$ cat config.mk
export PLATFORM = sky130hd
export DESIGN_NAME = multicycle_controller
export DESIGN_NICKNAME = d
export VERILOG_FILES = /design/src/rtl/multicycle_pkg.sv /design/src/rtl/aludec_mc.sv /design/src/rtl/multicycle_controller.sv
export SDC_FILE = /design/constraint.sdc
export NUM_CORES = 1
export LEC_CHECK = 0
export BUFFER_PORTS_ARGS = -buffer_cell sky130_fd_sc_hd__buf_4
export CORE_ASPECT_RATIO = 0.9
export CORE_MARGIN = 3
export CORE_UTILIZATION = 55
export DETAILED_ROUTE_END_ITERATION = 10
export MAX_ROUTING_LAYER = met4
export PLACE_DENSITY = 0.88
export SLEW_MARGIN = 20
export SYNTH_ARGS = -nofsm -noshare
export SYNTH_HDL_FRONTEND = slang
export SYNTH_SLANG_ARGS = --single-unit
$ cat constraint.sdc
create_clock -name clk -period 4.3 [get_ports clk]
set_input_delay 0.43 -clock clk [delete_from_list [all_inputs] [get_ports clk]]
set_output_delay 0.43 -clock clk [all_outputs]
set_load 0.03 [all_outputs]
$ cat src/rtl/multicycle_pkg.sv
// Shared types and encodings for the multicycle RISC-V control unit:
// FSM states, ALU operation codes, mux-select encodings and opcodes.
package multicycle_pkg;

    typedef enum logic [3:0] {
        S_FETCH    = 4'd0,
        S_DECODE   = 4'd1,
        S_MEMADR   = 4'd2,
        S_MEMREAD  = 4'd3,
        S_MEMWB    = 4'd4,
        S_MEMWRITE = 4'd5,
        S_EXECR    = 4'd6,
        S_EXECI    = 4'd7,
        S_ALUWB    = 4'd8,
        S_BRANCH   = 4'd9,
        S_JAL      = 4'd10,
        S_JALR     = 4'd11,
        S_JALWB    = 4'd12,
        S_UI       = 4'd13,
        S_TRAP     = 4'd14
    } state_t;

    typedef enum logic [1:0] {
        ALUOP_ADD   = 2'b00,
        ALUOP_SUB   = 2'b01,
        ALUOP_RTYPE = 2'b10,
        ALUOP_ITYPE = 2'b11
    } aluop_t;

    localparam logic [3:0] ALU_ADD  = 4'b0000;
    localparam logic [3:0] ALU_SUB  = 4'b0001;
    localparam logic [3:0] ALU_AND  = 4'b0010;
    localparam logic [3:0] ALU_OR   = 4'b0011;
    localparam logic [3:0] ALU_XOR  = 4'b0100;
    localparam logic [3:0] ALU_SLT  = 4'b0101;
    localparam logic [3:0] ALU_SLTU = 4'b0110;
    localparam logic [3:0] ALU_SLL  = 4'b0111;
    localparam logic [3:0] ALU_SRL  = 4'b1000;
    localparam logic [3:0] ALU_SRA  = 4'b1001;

    localparam logic [2:0] IMM_I = 3'b000;
    localparam logic [2:0] IMM_S = 3'b001;
    localparam logic [2:0] IMM_B = 3'b010;
    localparam logic [2:0] IMM_J = 3'b011;
    localparam logic [2:0] IMM_U = 3'b100;

    localparam logic [1:0] RES_ALUOUT = 2'b00;
    localparam logic [1:0] RES_DATA   = 2'b01;
    localparam logic [1:0] RES_ALURES = 2'b10;

    localparam logic [1:0] SRCA_PC    = 2'b00;
    localparam logic [1:0] SRCA_OLDPC = 2'b01;
    localparam logic [1:0] SRCA_RD1   = 2'b10;
    localparam logic [1:0] SRCA_ZERO  = 2'b11;

    localparam logic [1:0] SRCB_RD2  = 2'b00;
    localparam logic [1:0] SRCB_IMM  = 2'b01;
    localparam logic [1:0] SRCB_FOUR = 2'b10;

    localparam logic [6:0] OP_LOAD  = 7'b0000011;
    localparam logic [6:0] OP_STORE = 7'b0100011;
    localparam logic [6:0] OP_RTYPE = 7'b0110011;
    localparam logic [6:0] OP_ITYPE = 7'b0010011;
    localparam logic [6:0] OP_BR    = 7'b1100011;
    localparam logic [6:0] OP_JAL   = 7'b1101111;
    localparam logic [6:0] OP_JALR  = 7'b1100111;
    localparam logic [6:0] OP_LUI   = 7'b0110111;
    localparam logic [6:0] OP_AUIPC = 7'b0010111;

    // Strobes ending in _on_done / _on_taken are qualified later by
    // mem_done or the branch condition; everything else is pure Moore.
    typedef struct packed {
        logic       mem_req;
        logic       mem_write;
        logic       adr_src;
        logic       ir_on_done;
        logic       pc_write;
        logic       pc_on_done;
        logic       pc_on_taken;
        logic       reg_write;
        logic [1:0] result_src;
        logic [1:0] alu_src_a;
        logic [1:0] alu_src_b;
        logic [2:0] imm_src;
        aluop_t     alu_op;
    } ctrl_t;

    function automatic logic is_mem_state(input state_t s);
        return (s == S_FETCH) || (s == S_MEMREAD) || (s == S_MEMWRITE);
    endfunction

    function automatic ctrl_t ctrl_of(input state_t s, input logic [6:0] op);
        ctrl_t c;
        c = '0;
        c.alu_op = ALUOP_ADD;
        case (s)
            S_FETCH: begin
                c.mem_req    = 1'b1;
                c.ir_on_done = 1'b1;
                c.pc_on_done = 1'b1;
                c.result_src = RES_ALURES;
                c.alu_src_a  = SRCA_PC;
                c.alu_src_b  = SRCB_FOUR;
            end
            S_DECODE: begin
                c.alu_src_a = SRCA_OLDPC;
                c.alu_src_b = SRCB_IMM;
                c.imm_src   = IMM_B;
            end
            S_MEMADR: begin
                c.alu_src_a = SRCA_RD1;
                c.alu_src_b = SRCB_IMM;
                c.imm_src   = op[5] ? IMM_S : IMM_I;
            end
            S_MEMREAD: begin
                c.mem_req = 1'b1;
                c.adr_src = 1'b1;
            end
            S_MEMWB: begin
                c.result_src = RES_DATA;
                c.reg_write  = 1'b1;
            end
            S_MEMWRITE: begin
                c.mem_req   = 1'b1;
                c.adr_src   = 1'b1;
                c.mem_write = 1'b1;
            end
            S_EXECR: begin
                c.alu_src_a = SRCA_RD1;
                c.alu_src_b = SRCB_RD2;
                c.alu_op    = ALUOP_RTYPE;
            end
            S_EXECI: begin
                c.alu_src_a = SRCA_RD1;
                c.alu_src_b = SRCB_IMM;
                c.imm_src   = IMM_I;
                c.alu_op    = ALUOP_ITYPE;
            end
            S_ALUWB: begin
                c.reg_write = 1'b1;
            end
            S_BRANCH: begin
                c.alu_src_a   = SRCA_RD1;
                c.alu_src_b   = SRCB_RD2;
                c.alu_op      = ALUOP_SUB;
                c.pc_on_taken = 1'b1;
            end
            S_JAL: begin
                c.alu_src_a = SRCA_OLDPC;
                c.alu_src_b = SRCB_FOUR;
                c.pc_write  = 1'b1;
            end
            S_JALR: begin
                c.alu_src_a  = SRCA_RD1;
                c.alu_src_b  = SRCB_IMM;
                c.imm_src    = IMM_I;
                c.result_src = RES_ALURES;
                c.pc_write   = 1'b1;
            end
            S_JALWB: begin
                c.alu_src_a  = SRCA_OLDPC;
                c.alu_src_b  = SRCB_FOUR;
                c.result_src = RES_ALURES;
                c.reg_write  = 1'b1;
            end
            S_UI: begin
                c.alu_src_a = (op == OP_LUI) ? SRCA_ZERO : SRCA_OLDPC;
                c.alu_src_b = SRCB_IMM;
                c.imm_src   = IMM_U;
            end
            default: begin
                c.alu_op = ALUOP_ADD;
            end
        endcase
        return c;
    endfunction

endpackage

$ cat src/rtl/aludec_mc.sv
// ALU operation decoder: maps the operation class chosen by the FSM plus
// funct3/funct7b5 onto the ALUControl code (upper bits zero-extended).
module aludec_mc
    import multicycle_pkg::*;
#(
    parameter int ALUCTRL_W = 4
) (
    input  logic [1:0]           alu_op,
    input  logic [2:0]           funct3,
    input  logic                 funct7b5,
    output logic [ALUCTRL_W-1:0] alu_control
);

    logic [3:0] code_s;
    logic       is_r_s;

    assign is_r_s = (aluop_t'(alu_op) == ALUOP_RTYPE);

    // Register-register and immediate forms share the funct3 table; only
    // sub needs the R form, while sra/srai both use funct7b5.
    always_comb begin
        code_s = ALU_ADD;
        case (aluop_t'(alu_op))
            ALUOP_ADD: code_s = ALU_ADD;
            ALUOP_SUB: code_s = ALU_SUB;
            ALUOP_RTYPE, ALUOP_ITYPE: begin
                case (funct3)
                    3'b000: begin
                        if (is_r_s && funct7b5) code_s = ALU_SUB;
                        else                    code_s = ALU_ADD;
                    end
                    3'b001: code_s = ALU_SLL;
                    3'b010: code_s = ALU_SLT;
                    3'b011: code_s = ALU_SLTU;
                    3'b100: code_s = ALU_XOR;
                    3'b101: begin
                        if (funct7b5) code_s = ALU_SRA;
                        else          code_s = ALU_SRL;
                    end
                    3'b110: code_s = ALU_OR;
                    3'b111: code_s = ALU_AND;
                    default: code_s = ALU_ADD;
                endcase
            end
            default: code_s = ALU_ADD;
        endcase
    end

    assign alu_control = ALUCTRL_W'(code_s);

endmodule

$ cat src/rtl/multicycle_controller.sv
// Moore control FSM for the multicycle RISC-V datapath with memory handshake.
// Define ILLEGAL_TRAP_EN to trap unknown opcodes in a sticky TRAP state.
module multicycle_controller
    import multicycle_pkg::*;
#(
    parameter int USE_READY = 1,
    parameter int MEM_LAT   = 1,
    parameter int ALUCTRL_W = 4
) (
    input  logic                 clk,
    input  logic                 reset,
    input  logic [6:0]           op,
    input  logic [2:0]           funct3,
    input  logic                 funct7b5,
    input  logic                 Zero,
    input  logic                 Neg,
    input  logic                 Carry,
    input  logic                 Ovf,
    input  logic                 mem_ready,
    output logic                 mem_req,
    output logic                 MemWrite,
    output logic                 AdrSrc,
    output logic                 IRWrite,
    output logic                 PCWrite,
    output logic                 RegWrite,
    output logic [1:0]           ResultSrc,
    output logic [1:0]           ALUSrcA,
    output logic [1:0]           ALUSrcB,
    output logic [2:0]           immsrc,
    output logic [ALUCTRL_W-1:0] ALUControl,
    output logic                 illegal
);

    localparam logic [3:0] LAT_LAST = 4'(MEM_LAT - 1);

    state_t                 state_r;
    state_t                 state_n_s;
    ctrl_t                  ctrl_r;
    ctrl_t                  ctrl_n_s;
    logic [3:0]             cnt_r;
    logic                   mem_done_s;
    logic                   taken_s;
    logic [ALUCTRL_W-1:0]   alu_n_s;
    logic [ALUCTRL_W-1:0]   alu_r;

    assign mem_done_s = (USE_READY != 0) ? mem_ready : (cnt_r == LAT_LAST);

    // Branch condition from the flags of the SUB performed in BRANCH.
    always_comb begin
        taken_s = 1'b0;
        case (funct3)
            3'b000:  taken_s = Zero;
            3'b001:  taken_s = ~Zero;
            3'b100:  taken_s = Neg ^ Ovf;
            3'b101:  taken_s = ~(Neg ^ Ovf);
            3'b110:  taken_s = ~Carry;
            3'b111:  taken_s = Carry;
            default: taken_s = 1'b0;
        endcase
    end

    // Next-state sequencing.
    always_comb begin
        state_n_s = state_r;
        case (state_r)
            S_FETCH: begin
                if (mem_done_s) state_n_s = S_DECODE;
                else            state_n_s = S_FETCH;
            end
            S_DECODE: begin
                case (op)
                    OP_LOAD, OP_STORE: state_n_s = S_MEMADR;
                    OP_RTYPE:          state_n_s = S_EXECR;
                    OP_ITYPE:          state_n_s = S_EXECI;
                    OP_BR:             state_n_s = S_BRANCH;
                    OP_JAL:            state_n_s = S_JAL;
                    OP_JALR:           state_n_s = S_JALR;
                    OP_LUI, OP_AUIPC:  state_n_s = S_UI;
`ifdef ILLEGAL_TRAP_EN
                    default:           state_n_s = S_TRAP;
`else
                    default:           state_n_s = S_FETCH;
`endif
                endcase
            end
            S_MEMADR: begin
                if (op[5]) state_n_s = S_MEMWRITE;
                else       state_n_s = S_MEMREAD;
            end
            S_MEMREAD: begin
                if (mem_done_s) state_n_s = S_MEMWB;
                else            state_n_s = S_MEMREAD;
            end
            S_MEMWRITE: begin
                if (mem_done_s) state_n_s = S_FETCH;
                else            state_n_s = S_MEMWRITE;
            end
            S_EXECR, S_EXECI, S_JAL, S_UI: state_n_s = S_ALUWB;
            S_JALR:                        state_n_s = S_JALWB;
            S_TRAP:                        state_n_s = S_TRAP;
            default:                       state_n_s = S_FETCH;
        endcase
    end

    assign ctrl_n_s = ctrl_of(state_n_s, op);

    aludec_mc #(.ALUCTRL_W(ALUCTRL_W)) u_aludec (
        .alu_op      (ctrl_n_s.alu_op),
        .funct3      (funct3),
        .funct7b5    (funct7b5),
        .alu_control (alu_n_s)
    );

    // State and Moore outputs are registered together, decoded from the next state.
    always_ff @(posedge clk or posedge reset) begin
        if (reset) begin
            state_r <= S_FETCH;
            ctrl_r  <= ctrl_of(S_FETCH, 7'b0000000);
            alu_r   <= ALUCTRL_W'(ALU_ADD);
        end else begin
            state_r <= state_n_s;
            ctrl_r  <= ctrl_n_s;
            alu_r   <= alu_n_s;
        end
    end

    // Fixed-latency wait counter; restarts at zero on every memory-state entry.
    always_ff @(posedge clk or posedge reset) begin
        if (reset) begin
            cnt_r <= 4'd0;
        end else if ((USE_READY == 0) && is_mem_state(state_r) && !mem_done_s) begin
            cnt_r <= cnt_r + 4'd1;
        end else begin
            cnt_r <= 4'd0;
        end
    end

`ifdef ILLEGAL_TRAP_EN
    logic illegal_r;

    // Sticky illegal flag, cleared only by reset.
    always_ff @(posedge clk or posedge reset) begin
        if (reset) begin
            illegal_r <= 1'b0;
        end else begin
            illegal_r <= (state_n_s == S_TRAP);
        end
    end

    assign illegal = illegal_r;
`else
    assign illegal = 1'b0;
`endif

    // Strobes are held low for the whole reset pulse so no access leaks out.
    assign mem_req    = ctrl_r.mem_req & ~reset;
    assign MemWrite   = ctrl_r.mem_write & ~reset;
    assign AdrSrc     = ctrl_r.adr_src;
    assign IRWrite    = ctrl_r.ir_on_done & mem_done_s & ~reset;
    assign PCWrite    = (ctrl_r.pc_write
                        | (ctrl_r.pc_on_done & mem_done_s)
                        | (ctrl_r.pc_on_taken & taken_s)) & ~reset;
    assign RegWrite   = ctrl_r.reg_write & ~reset;
    assign ResultSrc  = ctrl_r.result_src;
    assign ALUSrcA    = ctrl_r.alu_src_a;
    assign ALUSrcB    = ctrl_r.alu_src_b;
    assign immsrc     = ctrl_r.imm_src;
    assign ALUControl = alu_r;

endmodule

# Word level (Yosys, flattened, before mapping)
# Index checks and enable logic that the tools add are counted.
# op_classes
n_reduce_logical,17
n_eq_ne,42
n_mux,24
bitwise,14
# op_table
cell,count
$pmux W4 S8,2
$eq A4 B4 Y1 const B,10
$eq A4 B3 Y1 const B,7
$pmux W4 S7,1
$pmux W4 S6,1
$eq A7 B6 Y1 const B,3
$eq A7 B7 Y1 const B,3
$eq A4 B2 Y1 const B,4
$eq A7 B5 Y1 const B,2
$reduce_or A2 Y1,7
$eq A3 B3 Y1 const B,4
$pmux W4 S3,1
$reduce_or A3 Y1,4
$mux W1,11
$mux W3,3
$pmux W3 S3,1
$eq A4 B1 Y1 const B,2
$logic_not A4 Y1,2
$and A1 B1 Y1,7
$eq A7 B2 Y1 const B,1
$eq A3 B2 Y1 const B,2
$pmux W1 S6,1
$pmux W2 S3,1
$eq A2 B2 Y1 const B,2
11 further kinds,15
# totals
reg_bits,24
out_inout_bits,20
word_cells,110

# Longest topological paths before layout
# Gate-level depths: netlist (run 1).
# depth
word_depth,11
ltp_mapped,8
depth_no_buf,6

# By module
# From an unflattened synthesis (run 1), not the netlist that was laid out.
# unflattened
hier_cells,148
area_unflattened_um2,1457.6
# by_module_without_submodules
module,area_per_inst_um2,cells_per_inst,n_inst
multicycle_controller,1376.3,135,1
aludec_mc,81.3,13,1

# Worst setup path before layout (run 1)
# OpenSTA, ideal clock, no wires.
# synth_path
path_kind,input-to-output
startpoint,in funct3[0]
endpoint,out PCWrite
slack_ps,2374
t_arrival_ps,1496
path_stages,4
required_ps,3870
cell_sequence,clkbuf_1 xor2_1 nand3_1 a31oi_1
# synth_between
elab_chain_len,5
# synth_rtl
item,line_no,text
from (decl),multicycle_controller.sv:13,"input logic [2:0] funct3,"
$eq A3 B3 Y1 (tied with other cells),multicycle_controller.sv:51,case (funct3)
$pmux W1 S6 (*),multicycle_controller.sv:51,
$and A1 B1 Y1 (*),multicycle_controller.sv:162,| (ctrl_r.pc_on_taken & taken_s)) & ~reset;
$or A1 B1 Y1 (*),multicycle_controller.sv:162,
$and A1 B1 Y1 (*),multicycle_controller.sv:162,
to (decl),multicycle_controller.sv:24,"output logic PCWrite,"
# Mark *: on every way between the ends. The rest lies on a longest branch, timed or not.

# Final worst setup path (run 1)
# layout_path
startpoint,reg state_r[2]
endpoint,reg alu_r[0] (netlist: ALUControl[0])
# layout_between
elab_chain_len,10
# layout_rtl
item,line_no,text
from (decl),multicycle_controller.sv:36,state_t state_r;
from (signal assigned),multicycle_controller.sv:121,state_r <= state_n_s;
$eq A4 B3 Y1 / $eq A4 B4 Y1 (equally long branches),multicycle_controller.sv:65,case (state_r)
$reduce_or A4 Y1,multicycle_controller.sv:65,
$pmux W4 S8 (*),multicycle_controller.sv:65,
$eq A4 B4 Y1 / $eq A4 B3 Y1 (equally long branches),multicycle_pkg.sv:96,case (s)
$pmux W2 S3 (*),multicycle_pkg.sv:96,
$eq A2 B2 Y1,"aludec_mc.sv:17, aludec_mc.sv:23",
$logic_and A1 B1 Y1,aludec_mc.sv:29,if (is_r_s && funct7b5) code_s = ALU_SUB;
$mux W1,aludec_mc.sv:29,
$pmux W4 S8,aludec_mc.sv:27,case (funct3)
$pmux W4 S3 (*),aludec_mc.sv:23,case (aluop_t'(alu_op))
net alu_n_s[0],multicycle_controller.sv:43,logic [ALUCTRL_W-1:0] alu_n_s;
to (signal assigned),multicycle_controller.sv:119,alu_r <= ALUCTRL_W'(ALU_ADD);
to (signal assigned),multicycle_controller.sv:123,alu_r <= alu_n_s;
to (decl),multicycle_controller.sv:44,logic [ALUCTRL_W-1:0] alu_r;
# The timed path passes the listed nets; every way through them passes the cells marked *.

==> results.md, run 1 <==
- **status** complete, no violations
- **setup slack on the worst flop-to-flop path** 1880 ps
- **share of synthesized area occupied by flip-flops and latches** 40.23%
- **routed via count divided by cell count** 6.005
- **met1 capacity usage during global routing** 27.15%
- **final-layout setup total negative slack** 0 ps
- **area fraction of the dominant cell type after synthesis** 33.25%
- **post-route worst hold slack** 201.3 ps
- **crit path max fanout** 13
- **total wire length** 3270 microns
- **Resize count post-CTS** 0
- **Final GP Congestion** 0.8598
- **R2R Path Start** state_r[2]
- **fraction of layout cells with a size suffix above 1** 32.57%
- **latest clock arrival within the worst-skew pair** 310 ps
- **Post-synth EDFFs** 0
- **worst-path cell chain** inv_1 -> o211ai_1 -> o311ai_0 -> nor2_1 -> nand3_1 -> o21bai_1
- **met2 GRT Util** 32.33%
- **type of the tightest min-delay check** input pin to async pin
- **RSZ-0062 raised after global routing** false
- **total vias in the final route** 1219
- **Port Buf Inserts** 36
- **critical path startpoint category** flip-flop
- **Post-CTS Setup Repair Bufs** 0
- **TritonCTS clock tree** done
- **primary flip-flop cell chosen by synthesis mapping** sky130_fd_sc_hd__dfrtp_1
- **drt drc** 0
- **Ant. Diodes** 0
- **antenna violations before repair** 0
- **post-synthesis cell type with the largest combined area** sky130_fd_sc_hd__dfrtp_1
- **Overall Global Routing Usage** 20.43%
- **setup skew after layout** 2.344 ps
- **final period utilization** 56.32%
- **delay of the slowest critical-path stage** 640 ps
- **maximum number of pins on one net before global-route repair** 25
- **Nets** 195
- **Core Area** 2531 sq um
- **horizontal die dimension** 61.15 microns
- **post-detailed-placement half-perimeter wirelength** 2416 microns
- **drt wl/cell** 16.11 microns
- **measured slew at the worst slew-check pin** 859.1 ps
- **Setup Viol. Count Final** 0
- **IO Pins** 38
- **data required time of the critical path** 4540 ps
- **IR Drop Worst-Case VDD** 130.9 uV
- **slowest cell on the critical path** sky130_fd_sc_hd__nor2_1
- **number of unique standard cell types used by synthesis** 53
- **cell area after synthesis** 1505 sq um
- **max-slew violation count** 0
- **finished layout cell area** 1683 sq um
- **top cell types by occurrence after synthesis** sky130_fd_sc_hd__dfrtp_1, sky130_fd_sc_hd__buf_4, sky130_fd_sc_hd__nor2_1
- **most area-consuming cells after synthesis** sky130_fd_sc_hd__dfrtp_1, sky130_fd_sc_hd__dfstp_2, sky130_fd_sc_hd__buf_4
- **Leakage** 0.7917 nW
- **post-synthesis cell count** 156
- **average size of a mapped cell** 9.649 sq um
- **type of destination of the critical path** flip-flop
- **critical register-to-register path endpoint** ALUControl[0]
- **die height** 55.63 microns
- **wire length of the first global-routing pass** 5119 microns
- **count leader, synth** sky130_fd_sc_hd__dfrtp_1
- **async set-reset flop share out of synthesis** 100.0%
- **Yosys warning count** 0
- **global-route congestion overflow total** 0
- **total of max-cap violations** 0
- **met3 routing resource usage after global routing** 2.320%
- **TritonCTS buffer count** 3
- **Area Overhead vs Synth** 11.80%
- **peak-usage layer in the global routing report** met2
- **WS Path Type** flip-flop to flip-flop
- **cell at the root of the clock tree** sky130_fd_sc_hd__clkbuf_4
- **DRT iter0 DRCs** 61
- **Initial Utilization** 59.47%
- **number of levels the H-tree was split into** 1
- **maximum clock path buffer count** 2
- **Max-Slew Margin vs Limit** 42.72%
- **P per Cell Area** 287.0 nW/um^2
- **clock sink total** 24
- **Peak Freq** 0.4129 GHz
- **final period demand of the worst path** 2422 ps
- **clock-pin slew of the registers on the worst-case setup and hold paths** 120 ps
- **worst r2r path cells** 6
- **syn_nets** 174
- **Post-Place Cell Area** 1660 sq um
- **FF+latch count, synth** 24
- **Die ar.** 3402 sq um
- **final count of hold timing violations** 0
- **final-layout fill cell count** 197
- **number of global-route vias before repair** 1049
- **post-detailed-route count of antenna-violating nets** 0
- **total iterations of the first detailed-routing run** 5
- **row count** 17
- **CP arrival** 2660 ps
- **# hold bufs at CTS** 0
-- cell families (layout without fill, tap and decap cells) --
family,count (synthesis),after routing,synth area share [%]
AO/OA/AOI/OAI,30,30,15.46
XOR/XNOR,6,6,3.492
buffers and inverters,29,48,12.47
flip-flops,24,24,40.23
multiplexers,2,2,1.413
other,1,1,0.2491
AND/OR/NAND/NOR,64,64,26.68
-- cell type report --
| class | count | area (sq um) | area share (%) |
|---|---|---|---|
| multi-input combinational | 103 | 711.9 | 42.30 |
| sequential | 24 | 605.6 | 35.99 |
| timing repair buffer | 37 | 277.8 | 16.51 |
| tap | 28 | 35.03 | 2.082 |
| inverter | 8 | 30.03 | 1.784 |
| clock buffer | 3 | 22.52 | 1.338 |
-- cell usage in the layout (no fill, tap or decap), types with 2 or more instances in the layout --
| cell | instances |
|---|---|
| sky130_fd_sc_hd__nand2_1 | 6 |
| sky130_fd_sc_hd__nand3b_1 | 4 |
| sky130_fd_sc_hd__nand3_1 | 3 |
| sky130_fd_sc_hd__nand2b_1 | 5 |
| sky130_fd_sc_hd__inv_1 | 8 |
| sky130_fd_sc_hd__or4b_1 | 2 |
| sky130_fd_sc_hd__buf_4 | 37 |
| sky130_fd_sc_hd__o21a_1 | 2 |
| sky130_fd_sc_hd__o22ai_1 | 2 |
| sky130_fd_sc_hd__dfstp_2 | 4 |
| sky130_fd_sc_hd__nor3_1 | 7 |
| sky130_fd_sc_hd__o311ai_0 | 3 |
| sky130_fd_sc_hd__nor2_1 | 13 |
| sky130_fd_sc_hd__nor3_2 | 2 |
| sky130_fd_sc_hd__clkbuf_4 | 3 |
| sky130_fd_sc_hd__a211oi_1 | 2 |
| sky130_fd_sc_hd__nand4_1 | 3 |
| sky130_fd_sc_hd__o21ai_0 | 3 |
| sky130_fd_sc_hd__a22o_4 | 2 |
| sky130_fd_sc_hd__xnor2_1 | 3 |
| sky130_fd_sc_hd__a31oi_1 | 3 |
| sky130_fd_sc_hd__nor2b_1 | 7 |
| sky130_fd_sc_hd__a21oi_1 | 4 |
| sky130_fd_sc_hd__xor2_1 | 3 |
| sky130_fd_sc_hd__dfrtp_1 | 20 |
-- worst max-delay path by stage --
stage               startpoint       endpoint  cells past startpoint
CTS                 state_r[2]  ALUControl[0]                      6
floorplan            funct3[0]        PCWrite                      4
detailed placement  state_r[2]     ALUSrcA[1]                      5
finish              state_r[2]  ALUControl[0]                      6
global route        state_r[2]  ALUControl[0]                      6
global placement    state_r[3]  ALUControl[0]                      6
-- through the flow --
step,instances,setup WS [ps],utilization (%),total power [W]
final,203,1878,66.49,0.0004831
after global routing,203,1666,66.49,0.0005032
after CTS,203,1919,66.49,0.0004833
after detailed placement,200,1976,65.60,0.0003891
after global placement,200,2017,65.60,0.0003831
after floorplan,156,2374,-,0.0003587
-- report_power, final --
group | switching, W | internal (W)
clock network | 0.0000641 | 0.0000328
registers | 0.00000940 | 0.000244
logic | 0.0000779 | 0.0000550
total | 0.000151 | 0.000332
-- sequential cells by signal, summed over array words and instances (netlist names) --
register / count
ctrl_r: 6
ALUControl: 4
state_r: 4
immsrc: 3
ALUSrcA: 2
ALUSrcB: 2
ResultSrc: 2
AdrSrc: 1
-- per-layer routing --
metal	vias to the layer above	wire length, microns
li1	582	-
met1	573	1338
met2	59	1664
met3	5	220
met4	0	46
met5	-	0
-- critical path, delay by kind of cell (launching register included) --
kind                   cells  cell delay, ps
buffers and inverters      1             150
AND/OR/NAND/NOR            2             940
AO/OA/AOI/OAI              3             670
flip-flops                 1             600
(Power assumes the default switching activity.)
==> run 2: changes to the inputs <==
ABC_AREA = 1   (was default)
CORE_UTILIZATION = 47   (was 55)
PLACE_DENSITY = 0.81   (was 0.88)
clock period = 2.16 ns   (was 4.3 ns; I/O delays follow)
==> run 2 against run 1 <==
  * Clock skew up 3.5 ps
  * Via count grew 2.9%
  * Power rose by 110%
  * First-iteration DRC count increased by 49%
  * Sequential cell count is the same
  * Register-to-register slack got worse by 1500 ps
  * Clock-buffer cell count is 1 higher
  * Die area grew 11%
  * Fmax grew 38%
==> results.md, run 2 <==
- **status** complete, no violations, unchanged
- **max-slew violation count** 0, unchanged
- **adder and majority gate portion of the synthesized area** 0%, unchanged
- **syn_nets** 213, was 174
- **total of max-cap violations** 0, unchanged
- **register with the most flip-flops** ctrl_r, unchanged
- **data required time of the critical path** 2350 ps, was 4540 ps
- **final-layout setup total negative slack** 0 ps, unchanged
- **setup skew after layout** 5.876 ps, was 2.344 ps
- **crit path to** ALUSrcA[1], was ALUControl[0]
- **Resize count post-CTS** 0, unchanged
- **commonest non-fill, non-tap cell in the layout** sky130_fd_sc_hd__nand2_1, was sky130_fd_sc_hd__buf_4
- **synthesized-area fraction occupied by ao, oa, aoi and oai cells** 6.337%, was 15.46%
- **Die ar.** 3768 sq um, was 3402 sq um
- **Ant. Diodes** 0, unchanged
- **global-route congestion overflow total** 0, unchanged
- **average size of a mapped cell** 7.392 sq um, was 9.649 sq um
- **top cell types by occurrence after synthesis** sky130_fd_sc_hd__nand2_1, sky130_fd_sc_hd__inv_1, sky130_fd_sc_hd__nor2_1, was sky130_fd_sc_hd__dfrtp_1, sky130_fd_sc_hd__buf_4, sky130_fd_sc_hd__nor2_1
- **Peak Freq** 0.5701 GHz, was 0.4129 GHz
- **post-synthesis simple-gate area fraction** 37.15%, was 26.68%
- **clock sink total** 24, unchanged
- **IR Drop Worst-Case VDD** 430.8 uV, was 130.9 uV
- **internal cell power** 0.0006936 W, was 0.0003316 W
- **area taken by multi-input logic gates** 648.1 sq um, was 711.9 sq um
- **Setup Viol. Count Final** 0, unchanged
- **fraction of layout cells with a size suffix above 1** 28.89%, was 32.57%
- **latest clock arrival within the worst-skew pair** 310 ps, about the same
- **final period demand of the worst path** 1754 ps, was 2422 ps
- **delay of the slowest critical-path stage** 480 ps, was 640 ps
- **Nets** 244, was 195
- **worst r2r path cells** 10, was 6
- **R2R Path Start** state_r[3], was state_r[2]
- **Yosys warning count** 0, unchanged
- **Initial Utilization** 50.79%, was 59.47%
- **Port Buf Inserts** 36, unchanged
- **total vias in the final route** 1254, was 1219
- **Overall Global Routing Usage** 16.83%, was 20.43%
- **most area-consuming cells after synthesis** sky130_fd_sc_hd__dfrtp_1, sky130_fd_sc_hd__nand2_1, sky130_fd_sc_hd__dfstp_2, was sky130_fd_sc_hd__dfrtp_1, sky130_fd_sc_hd__dfstp_2, sky130_fd_sc_hd__buf_4
- **number of levels the H-tree was split into** 1, unchanged
- **measured slew at the worst slew-check pin** 859.3 ps, was 859.1 ps
- **final-layout fill cell count** 263, was 197
- **XOR/XNOR share of the synthesized area** 1.215%, was 3.491%
- **setup slack on the worst flop-to-flop path** 410 ps, was 1880 ps
- **power share of the clock group** 22.4%, was 20.1%
- **Leakage** 0.9896 nW, was 0.7917 nW
- **Post-synth EDFFs** 0, unchanged
- **TritonCTS buffer count** 3, unchanged
- **logic depth of the worst path, buffers included** 10, was 6
- **Max-Slew Margin vs Limit** 42.65%, was 42.72%
- **critical path startpoint category** flip-flop, unchanged
- **crit path max fanout** 8, was 13
- **Area Overhead vs Synth** 19.53%, was 11.80%
- **wire length of the first global-routing pass** 4878 microns, was 5119 microns
- **share of synthesized area occupied by flip-flops and latches** 42.01%, was 40.23%
- **maximum clock path buffer count** 2, unchanged
- **finished layout cell area** 1723 sq um, was 1683 sq um
- **async set-reset flop share out of synthesis** 100.0%, unchanged
- **WS Path Type** flip-flop to flip-flop, unchanged
- **CP arrival** 1950 ps, was 2660 ps
- **area fraction of the dominant cell type after synthesis** 34.72%, was 33.25%
- **RSZ-0062 raised after global routing** false, unchanged
- **routed via count divided by cell count** 4.732, was 6.005
- **post-detailed-route count of antenna-violating nets** 0, unchanged
- **Final WS setup** 406.0 ps, was 1878 ps
- **type of destination of the critical path** flip-flop, unchanged
- **FF+latch count, synth** 24, unchanged
- **sequential fraction of design power** 50.9%, was 52.4%
- **Post-CTS Setup Repair Bufs** 0, unchanged
- **number of global-route vias before repair** 1149, was 1049
- **final count of hold timing violations** 0, unchanged
- **cell at the root of the clock tree** sky130_fd_sc_hd__clkbuf_4, unchanged
- **row count** 18, was 17
- **Switching Share** 31.00%, was 31.34%
- **number of unique standard cell types used by synthesis** 27, was 53
- **cell area after synthesis** 1441 sq um, was 1505 sq um
- **# hold bufs at CTS** 0, unchanged
- **P per Cell Area** 583.4 nW/um^2, was 287.0 nW/um^2
- **Final GP Congestion** 0.8951, was 0.8598
- **multiplexer fraction of the synthesized cell area** 0%, was 1.413%
- **Top Family by Delay on Critical Path** simple AND/OR/NAND/NOR gates, unchanged
- **slowest cell on the critical path** sky130_fd_sc_hd__dfrtp_1, was sky130_fd_sc_hd__nor2_1
- **total wire length** 2910 microns, was 3270 microns
- **horizontal die dimension** 64.38 microns, was 61.15 microns
- **clock-pin slew of the registers on the worst-case setup and hold paths** 120 ps, about the same
- **dominant combinational cell family by area after synthesis** simple AND/OR/NAND/NOR gates, unchanged
- **final period utilization** 81.20%, was 56.32%
- **post-synthesis cell count** 195, was 156
- **worst-path cell chain** nor2_4 -> nand3_2 -> nand2_1 -> nor2_1 -> nand2_2 -> inv_2 -> nand2_2 -> nor2_1 -> a21oi_1 -> nand3_1, was inv_1 -> o211ai_1 -> o311ai_0 -> nor2_1 -> nand3_1 -> o21bai_1
- **net switching power figure** 0.0003116 W, was 0.0001514 W
- **post-synthesis cell type with the largest combined area** sky130_fd_sc_hd__dfrtp_1, unchanged
- **max FFs per register** 6, unchanged
- **commonest cells after routing, fill and taps aside** sky130_fd_sc_hd__nand2_1, sky130_fd_sc_hd__buf_4, sky130_fd_sc_hd__inv_1, was sky130_fd_sc_hd__buf_4, sky130_fd_sc_hd__dfrtp_1, sky130_fd_sc_hd__nor2_1
- **startpoint of the most critical setup path** state_r[3], was state_r[2]
- **total iterations of the first detailed-routing run** 4, was 5
- **antenna violations before repair** 0, unchanged
- **type of the tightest min-delay check** input pin to async pin, unchanged
- **post-detailed-placement half-perimeter wirelength** 2346 microns, was 2416 microns
- **maximum number of pins on one net before global-route repair** 25, unchanged
- **drt wl/cell** 10.98 microns, was 16.11 microns
- **DRT iter0 DRCs** 91, was 61
- **drt drc** 0, unchanged
- **primary flip-flop cell chosen by synthesis mapping** sky130_fd_sc_hd__dfrtp_1, unchanged
- **Comb power frac** 26.6%, was 27.5%
- **count leader, synth** sky130_fd_sc_hd__nand2_1, was sky130_fd_sc_hd__dfrtp_1
- **TritonCTS clock tree** done, unchanged
- **area used by sequential logic in the layout** 605.6 sq um, unchanged
- **die height** 58.54 microns, was 55.63 microns
- **Post-Place Cell Area** 1687 sq um, was 1660 sq um
- **DP Worst Slack** 463.7 ps, was 1976 ps
- **buffering stage count on the worst path with inverters included** 1, unchanged
- **critical register-to-register path endpoint** ALUSrcA[1], was ALUControl[0]
- **Core Area** 2838 sq um, was 2531 sq um
- **IO Pins** 38, unchanged
[run 2: final cells by class]
type                       instances  share of cell area, %
clock buffer                       4                  2.106
inverter                          30                  6.536
multi-input combinational        131                  37.62
sequential                        24                  35.15
tap                               40                  2.905
timing repair buffer              36                  15.69
[run 2: metrics by stage]
step           hold WS, ps  utilization, %  cells  total power [W]
2_1_floorplan        227.7               -    195        0.0007155
3_3_place_gp         468.0           59.44    261        0.0007857
3_5_place_dp         477.3           59.44    261        0.0007896
4_1_cts              123.9           60.71    265         0.001016
5_1_grt              165.8           60.71    265         0.001067
6_report             106.7           60.71    265         0.001005
[run 2: power by group through the flow]
stage | logic (W) | registers, W | clock network [W]
2_1_floorplan | 0.000196 | 0.000520 | 0
3_3_place_gp | 0.000266 | 0.000520 | 0
3_5_place_dp | 0.000268 | 0.000521 | 0
4_1_cts | 0.000269 | 0.000512 | 0.000234
5_1_grt | 0.000295 | 0.000517 | 0.000255
6_report | 0.000268 | 0.000512 | 0.000225
[run 2: how the worst min path moves through the flow]
| stage | slack, ps | end | cells past startpoint |
|---|---|---|---|
| detailed placement | 480 | ctrl_r[17] | 2 |
| floorplan | 230 | ALUControl[0] | 1 |
| finish | 110 | ctrl_r[17] | 2 |
| global route | 170 | ctrl_r[17] | 2 |
| global placement | 470 | ctrl_r[17] | 2 |
| CTS | 120 | ctrl_r[17] | 2 |
[run 2: logic make-up (layout without fill, tap and decap cells)]
logic type	count (synthesis)	after routing
compound gates	15	15
xor+xnor	2	2
buf+inv	40	70
flops	24	24
other cells	1	1
simple gates	113	113
[run 2: layer usage]
layer | track usage (%) | vias up | share of wire [%]
met5 | - | - | 0
met4 | 4.819 | 0 | 0.79
met3 | 3.817 | 2 | 7.6
met2 | 27.65 | 49 | 47
met1 | 21.05 | 546 | 45
li1 | - | 657 | -
